--- config.mk ---
export PLATFORM = sky130hd
export DESIGN_NAME = branch_predictor_flat
export DESIGN_NICKNAME = d
export VERILOG_FILES = /design/src/rtl/branch_predictor_pkg.sv /design/src/rtl/branch_predictor_if.sv /design/src/rtl/branch_predictor_sat_counter2.sv /design/src/rtl/branch_predictor.sv /design/src/flat_wrapper.sv
export SDC_FILE = /design/constraint.sdc
export NUM_CORES = 1
export LEC_CHECK = 0
export BUFFER_PORTS_ARGS = -buffer_cell sky130_fd_sc_hd__buf_2
export CORE_MARGIN = 1.5
export CORE_UTILIZATION = 40
export CTS_CLUSTER_DIAMETER = 150
export DETAILED_ROUTE_END_ITERATION = 16
export SYNTH_ARGS = -nofsm -noshare
export SYNTH_HDL_FRONTEND = slang
export SYNTH_SLANG_ARGS = --single-unit
--- constraint.sdc ---
create_clock -name CLK -period 4.69 [get_ports CLK]
set_clock_uncertainty 0.2 [all_clocks]
set_input_delay 0.469 -clock CLK [delete_from_list [all_inputs] [get_ports CLK]]
set_output_delay 0.469 -clock CLK [all_outputs]
set_load 0.005 [all_outputs]
--- src/rtl/branch_predictor_pkg.sv ---
// Shared types for the branch target buffer: word type, 2-bit direction
// counter states and the BTB entry layout.
package branch_predictor_pkg;

  typedef logic [31:0] word_t;

  typedef enum logic [1:0] {
    STRONG_NT = 2'b00,
    WEAK_NT   = 2'b01,
    WEAK_T    = 2'b10,
    STRONG_T  = 2'b11
  } pred_cnt_t;

  localparam int BTB_DEF_ENTRIES = 8;
  // Tag is pc[31:IDX_W+2] for the default table depth.
  localparam int BTB_TAG_W = 30 - $clog2(BTB_DEF_ENTRIES);

  typedef struct packed {
    logic                 valid;
    logic [BTB_TAG_W-1:0] tag;
    word_t                target;
    pred_cnt_t            cnt;
  } btb_entry_t;

endpackage

--- src/rtl/branch_predictor_if.sv ---
// Fetch-side prediction and execute-side training bundle for the BTB.
interface bp_if;
  import branch_predictor_pkg::*;

  word_t pc;
  logic  pred_control;
  word_t pred_branch;
  logic  upd_en;
  word_t upd_pc;
  logic  upd_taken;
  word_t upd_target;

  modport bp (
    input  pc, upd_en, upd_pc, upd_taken, upd_target,
    output pred_control, pred_branch
  );

  modport tb (
    output pc, upd_en, upd_pc, upd_taken, upd_target,
    input  pred_control, pred_branch
  );

endinterface

--- src/rtl/branch_predictor_sat_counter2.sv ---
// Combinational 2-bit saturating counter step; inc wins if both are set.
module sat_counter2
  import branch_predictor_pkg::*;
(
  input  pred_cnt_t cnt,
  input  logic      inc,
  input  logic      dec,
  output pred_cnt_t cnt_next
);

  always_comb begin
    cnt_next = cnt;
    if (inc) begin
      unique case (cnt)
        STRONG_NT: cnt_next = WEAK_NT;
        WEAK_NT:   cnt_next = WEAK_T;
        WEAK_T:    cnt_next = STRONG_T;
        STRONG_T:  cnt_next = STRONG_T;
        default:   cnt_next = cnt;
      endcase
    end else if (dec) begin
      unique case (cnt)
        STRONG_NT: cnt_next = STRONG_NT;
        WEAK_NT:   cnt_next = STRONG_NT;
        WEAK_T:    cnt_next = WEAK_NT;
        STRONG_T:  cnt_next = WEAK_T;
        default:   cnt_next = cnt;
      endcase
    end
  end

endmodule

--- src/rtl/branch_predictor.sv ---
// Direct-mapped BTB with 2-bit direction counters: combinational lookup on
// the fetch PC, single-entry training per cycle from resolved branches.
module branch_predictor
  import branch_predictor_pkg::*;
#(
  parameter int ENTRIES = 8,
  parameter int IDX_W   = $clog2(ENTRIES)
) (
  input logic CLK,
  input logic nRST,
  bp_if.bp    bpif
);

  function automatic logic [BTB_TAG_W-1:0] tag_of(input word_t a);
    word_t s;
    s = a >> (IDX_W + 2);
    return s[BTB_TAG_W-1:0];
  endfunction

  btb_entry_t tbl_q [ENTRIES];

  // Lookup path: reads only pc and the table, never the update inputs.
  logic [IDX_W-1:0] lk_idx;
  btb_entry_t       lk_entry;
  logic             lk_hit;

  assign lk_idx   = bpif.pc[IDX_W+1:2];
  assign lk_entry = tbl_q[lk_idx];
  assign lk_hit   = lk_entry.valid && (lk_entry.tag == tag_of(bpif.pc));

  assign bpif.pred_control = lk_hit && lk_entry.cnt[1];
  assign bpif.pred_branch  = (lk_hit && lk_entry.cnt[1]) ? lk_entry.target : '0;

  logic [IDX_W-1:0] up_idx;
  btb_entry_t       up_entry;
  logic             up_hit;
  pred_cnt_t        up_cnt_next;
  btb_entry_t       up_entry_d;
  logic             up_we;

  assign up_idx   = bpif.upd_pc[IDX_W+1:2];
  assign up_entry = tbl_q[up_idx];
  assign up_hit   = up_entry.valid && (up_entry.tag == tag_of(bpif.upd_pc));

  sat_counter2 u_cnt (
    .cnt      (up_entry.cnt),
    .inc      (bpif.upd_en && up_hit && bpif.upd_taken),
    .dec      (bpif.upd_en && up_hit && !bpif.upd_taken),
    .cnt_next (up_cnt_next)
  );

  always_comb begin
    up_we      = 1'b0;
    up_entry_d = up_entry;
    if (bpif.upd_en) begin
      if (up_hit) begin
        up_we          = 1'b1;
        up_entry_d.cnt = up_cnt_next;
        if (bpif.upd_taken) up_entry_d.target = bpif.upd_target;
      end else if (bpif.upd_taken) begin
        // Taken miss replaces whatever occupies the slot.
        up_we             = 1'b1;
        up_entry_d.valid  = 1'b1;
        up_entry_d.tag    = tag_of(bpif.upd_pc);
        up_entry_d.target = bpif.upd_target;
        up_entry_d.cnt    = WEAK_T;
      end
    end
  end

  always_ff @(posedge CLK or negedge nRST) begin
    if (!nRST) begin
      for (int i = 0; i < ENTRIES; i++) begin
        tbl_q[i] <= '{valid: 1'b0, tag: '0, target: '0, cnt: WEAK_NT};
      end
    end else if (up_we) begin
      tbl_q[up_idx] <= up_entry_d;
    end
  end

endmodule

--- src/flat_wrapper.sv ---
// flat-port wrapper written by rule: the top's interface ports become plain ports
module branch_predictor_flat import branch_predictor_pkg::*;
#(
  parameter int ENTRIES = 8,
  parameter int IDX_W   = $clog2(ENTRIES)
)
  (CLK, nRST, bpif_pc, bpif_upd_en, bpif_upd_pc, bpif_upd_taken, bpif_upd_target, bpif_pred_control, bpif_pred_branch);
  bp_if bpif_i ();
  input logic CLK;
  input logic nRST;
  input wire logic [$bits(bpif_i.pc)-1:0] bpif_pc;
  input wire logic [$bits(bpif_i.upd_en)-1:0] bpif_upd_en;
  input wire logic [$bits(bpif_i.upd_pc)-1:0] bpif_upd_pc;
  input wire logic [$bits(bpif_i.upd_taken)-1:0] bpif_upd_taken;
  input wire logic [$bits(bpif_i.upd_target)-1:0] bpif_upd_target;
  output wire logic [$bits(bpif_i.pred_control)-1:0] bpif_pred_control;
  output wire logic [$bits(bpif_i.pred_branch)-1:0] bpif_pred_branch;
  assign bpif_i.pc = bpif_pc;
  assign bpif_i.upd_en = bpif_upd_en;
  assign bpif_i.upd_pc = bpif_upd_pc;
  assign bpif_i.upd_taken = bpif_upd_taken;
  assign bpif_i.upd_target = bpif_upd_target;
  assign bpif_pred_control = bpif_i.pred_control;
  assign bpif_pred_branch = bpif_i.pred_branch;
  branch_predictor #(.ENTRIES(ENTRIES), .IDX_W(IDX_W)) u_core (.CLK(CLK), .nRST(nRST), .bpif(bpif_i));
endmodule
==> flow_summary_export.csv, run 1 <==
group,metric,value,unit
status,status,"finished, final reports clean",
pwr,p_switching,0.00444,W
yosys,yosysTopAreaCellShare,0.448,
yosys,synthesis_stage_register_bit_count,496,
global_route,pin_count_of_the_biggest_net_entering_global_routing,155,
pwr,power.combinational.fraction,0.266,
yosys,synth-seq-area-share,0.455,
placement,place_inst,2940,
finish,flip_flop_count_of_the_largest_register_after_layout,496,
timing,timing.final.max_slew_violations,0,
finish,layout-drive-gt1-share,0.436,
yosys,synth_enable_flop_cells,0,
floorplanning,core.rowCount,95,
route,post_drt_wl_per_cell,26.1,um
pwr,intPower,0.0105,W
timing,setup_viol_count_final,0,
global_route,grt_pass1_vias,19500,
floorplanning,chipHeight,264,um
timing,maxSlewHeadroom,0.323,
clock_network,clock_tree_from_tritoncts,"yes",
finish,final_cell_count_no_fill,3040,
timing,finalWorstSetupSlack,0.353,ns
clock_network,cts.sinks,496,
floorplanning,num_io_pins,133,
pwr,cellPowerDensity,478,mW/mm^2
yosys,netlist.top_cell.by_area,"sky130_fd_sc_hd__dfrtp_1",
clock_network,cts_inserted_buffers,56,
finish,post_layout_net_count,2226,
yosys,synthesis.yosys.warnings,0,
floorplanning,initial_utilization,0.405,
placement,io_buffers,128,
finish,filler_cell_count,5942,
placement,gp_congestion,0.803,
floorplanning,die_width,264,um
global_route,grt.overflow.total,0,
global_route,tot_gr_track_use,0.226,
floorplanning,floorplan.core_area,0.0673,sq mm
clock_network,cts-root-buf,"sky130_fd_sc_hd__clkbuf_16",
finish,largest_register,"u_core.tbl_q",
yosys,yosys-top-cells-area,"sky130_fd_sc_hd__dfrtp_1 (45%), sky130_fd_sc_hd__mux2_2 (19%), sky130_fd_sc_hd__mux4_2 (13%), sky130_fd_sc_hd__mux2i_1 (5.1%), sky130_fd_sc_hd__mux2_1 (3.7%)",
setup_path,crit_required,4.02,ns
placement,placed_area,0.0294,sq mm
clock_network,cts.clk_slew.worst_paths,0.06,ns
setup_path,end_kind,"output pin",
yosys,synth_cell_type_count,52,
route,dr_total_vias,18300,
setup_path,worst_path_max_delay_cell,"sky130_fd_sc_hd__mux4_2",
run,drv_cap,0,
timing,clock.fmax,0.231,GHz
route,final_antenna_net_count,0,
setup_path,cp_launch_type,"register",
yosys,library_cell_with_the_highest_instance_count_after_synthesis,"sky130_fd_sc_hd__dfrtp_1",
finish,largest_registers,"u_core.tbl_q (496)",
placement,detailedPlace.worstSlack,0.198,ns
yosys,synth.cells.most_frequent,"sky130_fd_sc_hd__dfrtp_1 (488), sky130_fd_sc_hd__mux2_2 (453), sky130_fd_sc_hd__mux4_2 (160)",
timing,timing.hold.ws,0.0634,ns
setup_path,critical-path-max-stage-delay,0.47,ns
yosys,synthesized_area,0.0273,sq mm
route,detail_route.iter0.violations,1347,
timing,final-hold-violation-count,0,
finish,flow.area_growth_from_synthesis,14.3,%
timing,worst_slew_pin_slew,1.01,ns
yosys,mappedNetlistNets,2111,
route,routed_wirelength,79400,um
pwr,p_leak,13.9,nW
placement,dp_hpwl,49200,um
global_route,grt_pass1_wl,121000,um
clock_network,post_cts.repair.setup_buffers,0,
pwr,power.share.sequential,0.444,
global_route,grt_antenna_before_repair,4,
clock_network,cts.htree.levels,2,
timing,time_the_final_worst_path_needs_with_i_o_delays_and_setup,4.34,ns
route,drc,0,
clock_network,worst_skew_pair.late_latency,0.63,ns
yosys,asyncSetResetFlopFracSynth,1.00,
route,drt-vias-per-instance,6.02,
timing,fin_tns_setup,0,ns
floorplanning,design.die.area,0.0698,sq mm
pwr,clock_power_share,0.290,
yosys,synthesis.instances,2011,
timing,grt_setup_unrepaired,"false",
setup_path,worst_ep_arrival_time,3.67,ns
pwr,p_sw_frac,0.298,
yosys,synthFlopType,"sky130_fd_sc_hd__dfrtp_1",
route,detail_route.first_pass.iterations,7,
pwr,ir_drop,283,uV
setup_path,cp_cell_sequence,"mux4_2 -> mux2i_1 -> buf_4 -> xor2_1 -> nand4_1 -> nor4_1 -> buf_4 -> nand4_1 -> buf_12 -> buf_12 -> nor2_1 -> buf_2",
timing,final.period_utilization,0.925,
setup_path,worst-path-max-fanout,13,
finish,final_cell_area,0.0312,sq mm
yosys,postSynthAreaPerCell,13.6,sq um
clock_network,clk_path_buf_depth,3,
setup_path,critPathKind,"reg -> out",
hold_path,worstHoldPathType,"in -> reg",
[critical path: cells and delay by family, from the launching register on]
| kind | cells | cell delay, ns |
|---|---|---|
| buf+inv | 5 | 0.93 |
| simple gates | 4 | 0.90 |
| mux | 2 | 0.64 |
| flops | 1 | 0.40 |
| xor+xnor | 1 | 0.15 |
[metal layers]
metal  vias to the layer above  track usage  part of all wire
li1                       7868            -                 -
met2                       606        0.361              0.47
met5                         -            0           0.00016
met4                         2       0.0819             0.032
met1                      9673        0.314              0.44
met3                       150       0.0346             0.059
[kinds of logic after synthesis]
logic type             after synthesis  synth area share
buffers and inverters              184            0.0297
flip-flops                         496             0.455
XOR/XNOR                            42            0.0135
AO/OA/AOI/OAI                      231            0.0561
multiplexers                       842             0.407
AND/OR/NAND/NOR                    216            0.0380
[power groups by stage]
stage	Sequential, W	Clock [W]	Combinational, W
finish	0.00662	0.00432	0.00396
detailed placement	0.00666	0	0.00397
CTS	0.00659	0.00441	0.00399
global route	0.00678	0.00457	0.00430
global placement	0.00656	0	0.00385
floorplan	0.00629	0	0.00313
[per-stage QoR]
stage / util / power, W
after floorplan: - / 0.00942
after global placement: 0.436 / 0.0104
after detailed placement: 0.436 / 0.0106
after CTS: 0.463 / 0.0150
after global routing: 0.463 / 0.0156
final: 0.464 / 0.0149
[final timing paths]
kind / startpoint / end / slack, ns / cells after the start
setup reg to reg: u_core.tbl_q[118] / u_core.tbl_q[487] / 0.69 / 10
hold / removal: bpif_upd_en / u_core.tbl_q[434] / 0.06 / 2
hold reg to reg: u_core.tbl_q[434] / u_core.tbl_q[434] / 0.26 / 2
setup / recovery: u_core.tbl_q[50] / bpif_pred_branch[16] / 0.35 / 12
max in group asynchronous: nRST / u_core.tbl_q[168] / 2.89 / 3
min in group asynchronous: nRST / u_core.tbl_q[475] / 0.17 / 2
[final cells by class]
| class | instances | area, sq um | area share |
|---|---|---|---|
| sequential | 496 | 12400 | 0.398 |
| clock inverter | 13 | 146 | 0.00469 |
| timing repair buffer | 220 | 1670 | 0.0534 |
| multi-input combinational | 1331 | 14100 | 0.452 |
| tap | 873 | 1090 | 0.0350 |
| clock buffer | 84 | 1670 | 0.0534 |
| inverter | 21 | 78.8 | 0.00253 |
| antenna | 2 | 5.00 | 0.000160 |
[repair_timing]
action,4_1_cts,5_1_grt
hold endpoints to repair,50,0
gates resized for setup,0,0
hold buffers,1,0
endpoints found under the setup margin,0,0
[layout by cell type, fill, tap and decap left out, types with 3 or more instances in the layout]
master                        n
sky130_fd_sc_hd__clkbuf_1    12
sky130_fd_sc_hd__nand2b_4     6
sky130_fd_sc_hd__nor2b_1      6
sky130_fd_sc_hd__buf_2      121
sky130_fd_sc_hd__mux4_2     160
sky130_fd_sc_hd__buf_12      23
sky130_fd_sc_hd__a21oi_1     85
sky130_fd_sc_hd__buf_4       70
sky130_fd_sc_hd__a221oi_1    15
sky130_fd_sc_hd__clkbuf_8    18
sky130_fd_sc_hd__a31oi_1      4
sky130_fd_sc_hd__nor3b_1      4
sky130_fd_sc_hd__and2_1       7
sky130_fd_sc_hd__dfstp_2      8
sky130_fd_sc_hd__nor4_1       6
sky130_fd_sc_hd__nand3_1      9
sky130_fd_sc_hd__a22oi_1     41
sky130_fd_sc_hd__clkbuf_16   56
sky130_fd_sc_hd__xnor2_1     25
sky130_fd_sc_hd__nand4_1      9
sky130_fd_sc_hd__nor3_1      15
sky130_fd_sc_hd__dfrtp_1    488
sky130_fd_sc_hd__mux2i_1    139
sky130_fd_sc_hd__a211oi_1    12
sky130_fd_sc_hd__o22ai_1     20
sky130_fd_sc_hd__inv_1       21
sky130_fd_sc_hd__and3_1       3
sky130_fd_sc_hd__a31o_2       4
sky130_fd_sc_hd__o21ai_0     10
sky130_fd_sc_hd__mux2_1      90
sky130_fd_sc_hd__mux2_2     453
sky130_fd_sc_hd__clkinv_2     7
sky130_fd_sc_hd__nand2b_1    14
sky130_fd_sc_hd__a22o_1      15
sky130_fd_sc_hd__nor2_1     110
sky130_fd_sc_hd__nor4b_1      3
sky130_fd_sc_hd__xor2_1      17
sky130_fd_sc_hd__a21o_1       3
sky130_fd_sc_hd__a32oi_1      8
sky130_fd_sc_hd__nand2_1     15
Note: power is estimated with default switching activity, not from simulation.
==> run 2: changes to the inputs <==
- BUFFER_PORTS_ARGS: -buffer_cell sky130_fd_sc_hd__buf_2 -> -buffer_cell sky130_fd_sc_hd__clkbuf_2
- CORE_UTILIZATION: 40 -> 42
- GPL_ROUTABILITY_DRIVEN: unset -> 0
==> flow_summary_export.csv, run 2 (synthesis results as in run 1) <==
group,metric,value,unit
finish,layout_commonest_cell,"sky130_fd_sc_hd__dfrtp_1",
pwr,cellPowerDensity,482,mW/mm^2
clock_network,cts_inserted_buffers,55,
timing,grt_setup_unrepaired,"false",
global_route,tot_gr_track_use,0.241,
route,drt-vias-per-instance,6.07,
clock_network,post_cts_resized,0,
floorplanning,floorplan.core_area,0.0643,sq mm
clock_network,clk_path_buf_depth,3,
clock_network,cts.clk_slew.worst_paths,0.06,ns
floorplanning,num_io_pins,133,
route,post_drt_wl_per_cell,26.3,um
run,drv_cap,0,
finish,flow.area_growth_from_synthesis,14.4,%
timing,timing.final.max_slew_violations,0,
clock_network,cts-root-buf,"sky130_fd_sc_hd__clkbuf_16",
finish,fin_util,0.485,
route,final_antenna_net_count,0,
timing,maxSlewHeadroom,0.356,
timing,setup_viol_count_final,0,
global_route,grt_pass1_wl,123000,um
finish,largest_register,"u_core.tbl_q",
setup_path,critical-path-max-stage-delay,0.47,ns
route,dr_total_vias,18300,
finish,flip_flop_count_of_the_largest_register_after_layout,496,
clock_network,clock_tree_from_tritoncts,"yes",
floorplanning,design.die.area,0.0665,sq mm
finish,filler_cell_count,5582,
timing,time_the_final_worst_path_needs_with_i_o_delays_and_setup,4.46,ns
setup_path,critPathKind,"reg -> out",
finish,most-common-layout-cells,"sky130_fd_sc_hd__dfrtp_1 (488), sky130_fd_sc_hd__mux2_2 (453), sky130_fd_sc_hd__mux4_2 (160)",
global_route,grt_pass1_vias,19600,
timing,fin_tns_setup,0,ns
timing,final-hold-violation-count,0,
floorplanning,initial_utilization,0.424,
floorplanning,die_width,258,um
placement,dp_hpwl,49700,um
setup_path,cp_launch_type,"register",
global_route,grt.overflow.total,0,
floorplanning,chipHeight,258,um
clock_network,post_cts.repair.setup_buffers,0,
placement,io_buffers,128,
finish,largest_registers,"u_core.tbl_q (496)",
finish,final_cell_count_no_fill,3019,
global_route,grt_antenna_before_repair,1,
route,detail_route.iter0.violations,1391,
setup_path,crit_required,4.02,ns
pwr,ir_drop,309,uV
route,routed_wirelength,79500,um
global_route,pin_count_of_the_biggest_net_entering_global_routing,103,
route,detail_route.first_pass.iterations,6,
placement,place_inst,2922,
route,drc,0,
clock_network,worst_skew_pair.late_latency,0.63,ns
setup_path,end_kind,"output pin",
setup_path,worst_path_max_delay_cell,"sky130_fd_sc_hd__mux4_2",
finish,diodes,0,
setup_path,crit_path_frequent_cell,"sky130_fd_sc_hd__nand4_1",
setup_path,worst-path-max-fanout,17,
clock_network,cts.sinks,496,
finish,layout-drive-gt1-share,0.435,
timing,clock.fmax,0.224,GHz
timing,worst_slew_pin_slew,0.966,ns
floorplanning,core.rowCount,93,
pwr,p_leak,13.9,nW
hold_path,worstHoldPathType,"in -> reg",
clock_network,cts.htree.levels,2,
finish,post_layout_net_count,2225,
timing,final.period_utilization,0.950,
setup_path,cp_cell_sequence,"mux4_2 -> mux2i_1 -> xor2_1 -> nand4_1 -> nor4_1 -> buf_4 -> nand4_1 -> buf_12 -> nor2_1 -> clkbuf_2",
setup_path,worst_ep_arrival_time,3.79,ns
status,status,"finished, final reports clean",
run 2: cell count changes in the layout (fill, tap and decap cells not counted), moves of 2 or more:
cell / previous run / this run
sky130_fd_sc_hd__buf_2: 121 / 0
sky130_fd_sc_hd__bufinv_16: 1 / 4
sky130_fd_sc_hd__clkbuf_2: 0 / 121
sky130_fd_sc_hd__clkinv_2: 7 / 5
sky130_fd_sc_hd__clkinvlp_4: 2 / 0
sky130_fd_sc_hd__diode_2: 2 / 0
run 2: cell type report:
class	instances	area, sq um	area share
clock inverter	13	211	0.00678
clock buffer	83	1630	0.0523
multi-input combinational	1331	14100	0.452
timing repair buffer	220	1680	0.0538
sequential	496	12400	0.398
inverter	21	78.8	0.00253
tap	855	1070	0.0343
run 2: final timing paths:
path,startpoint,to,slack [ns],depth (start not counted)
setup / recovery,u_core.tbl_q[50],bpif_pred_branch[21],0.23,10
hold reg to reg,u_core.tbl_q[124],u_core.tbl_q[124],0.26,2
setup reg to reg,u_core.tbl_q[161],u_core.tbl_q[463],0.61,11
max in group asynchronous,nRST,u_core.tbl_q[119],2.97,3
min in group asynchronous,nRST,u_core.tbl_q[413],0.30,2
hold / removal,bpif_upd_en,u_core.tbl_q[248],0.1,2
run 2: stage by stage:
step	power [W]	worst slack, ns	area [sq um]	hold slack [ns]
after floorplan	0.00942	0.800	27300	-0.0266
after global placement	0.0104	0.0771	29300	0.249
after detailed placement	0.0106	0.0152	29300	0.254
after CTS	0.0151	0.275	31200	0.0417
after global routing	0.0158	0.187	31200	0.0763
final	0.0150	0.233	31200	0.0992
run 2: critical path, delay by kind of cell, from the launching register on:
kind	cells	cell delay [ns]
xor gates and xnor gates	1	0.20
buffers and inverters	3	0.61
DFF	1	0.40
muxes	2	0.94
and+or+nand+nor	4	0.99
run 2: what timing repair did:
action,in CTS,in global routing
hold buffers,1,0
endpoints found under the hold margin,74,0
setup endpoints to repair,0,0
run 2: metal layers:
metal  wire length [um]  track usage  vias to the layer above  part of all wire
li1                   -            -                     7871                 -
met1              34800        0.338                     9688              0.44
met2              37800        0.388                      620              0.48
met3               4670       0.0367                      152             0.059
met4               2220       0.0747                        2             0.028
met5                  7            0                        -          0.000088
run 2: report_power, final:
part           switching [W]  total [W]  internal (W)
Combinational        0.00164    0.00397       0.00233
Sequential           0.00101    0.00664       0.00563
Clock                0.00182    0.00443       0.00261
Total                0.00447     0.0150        0.0106
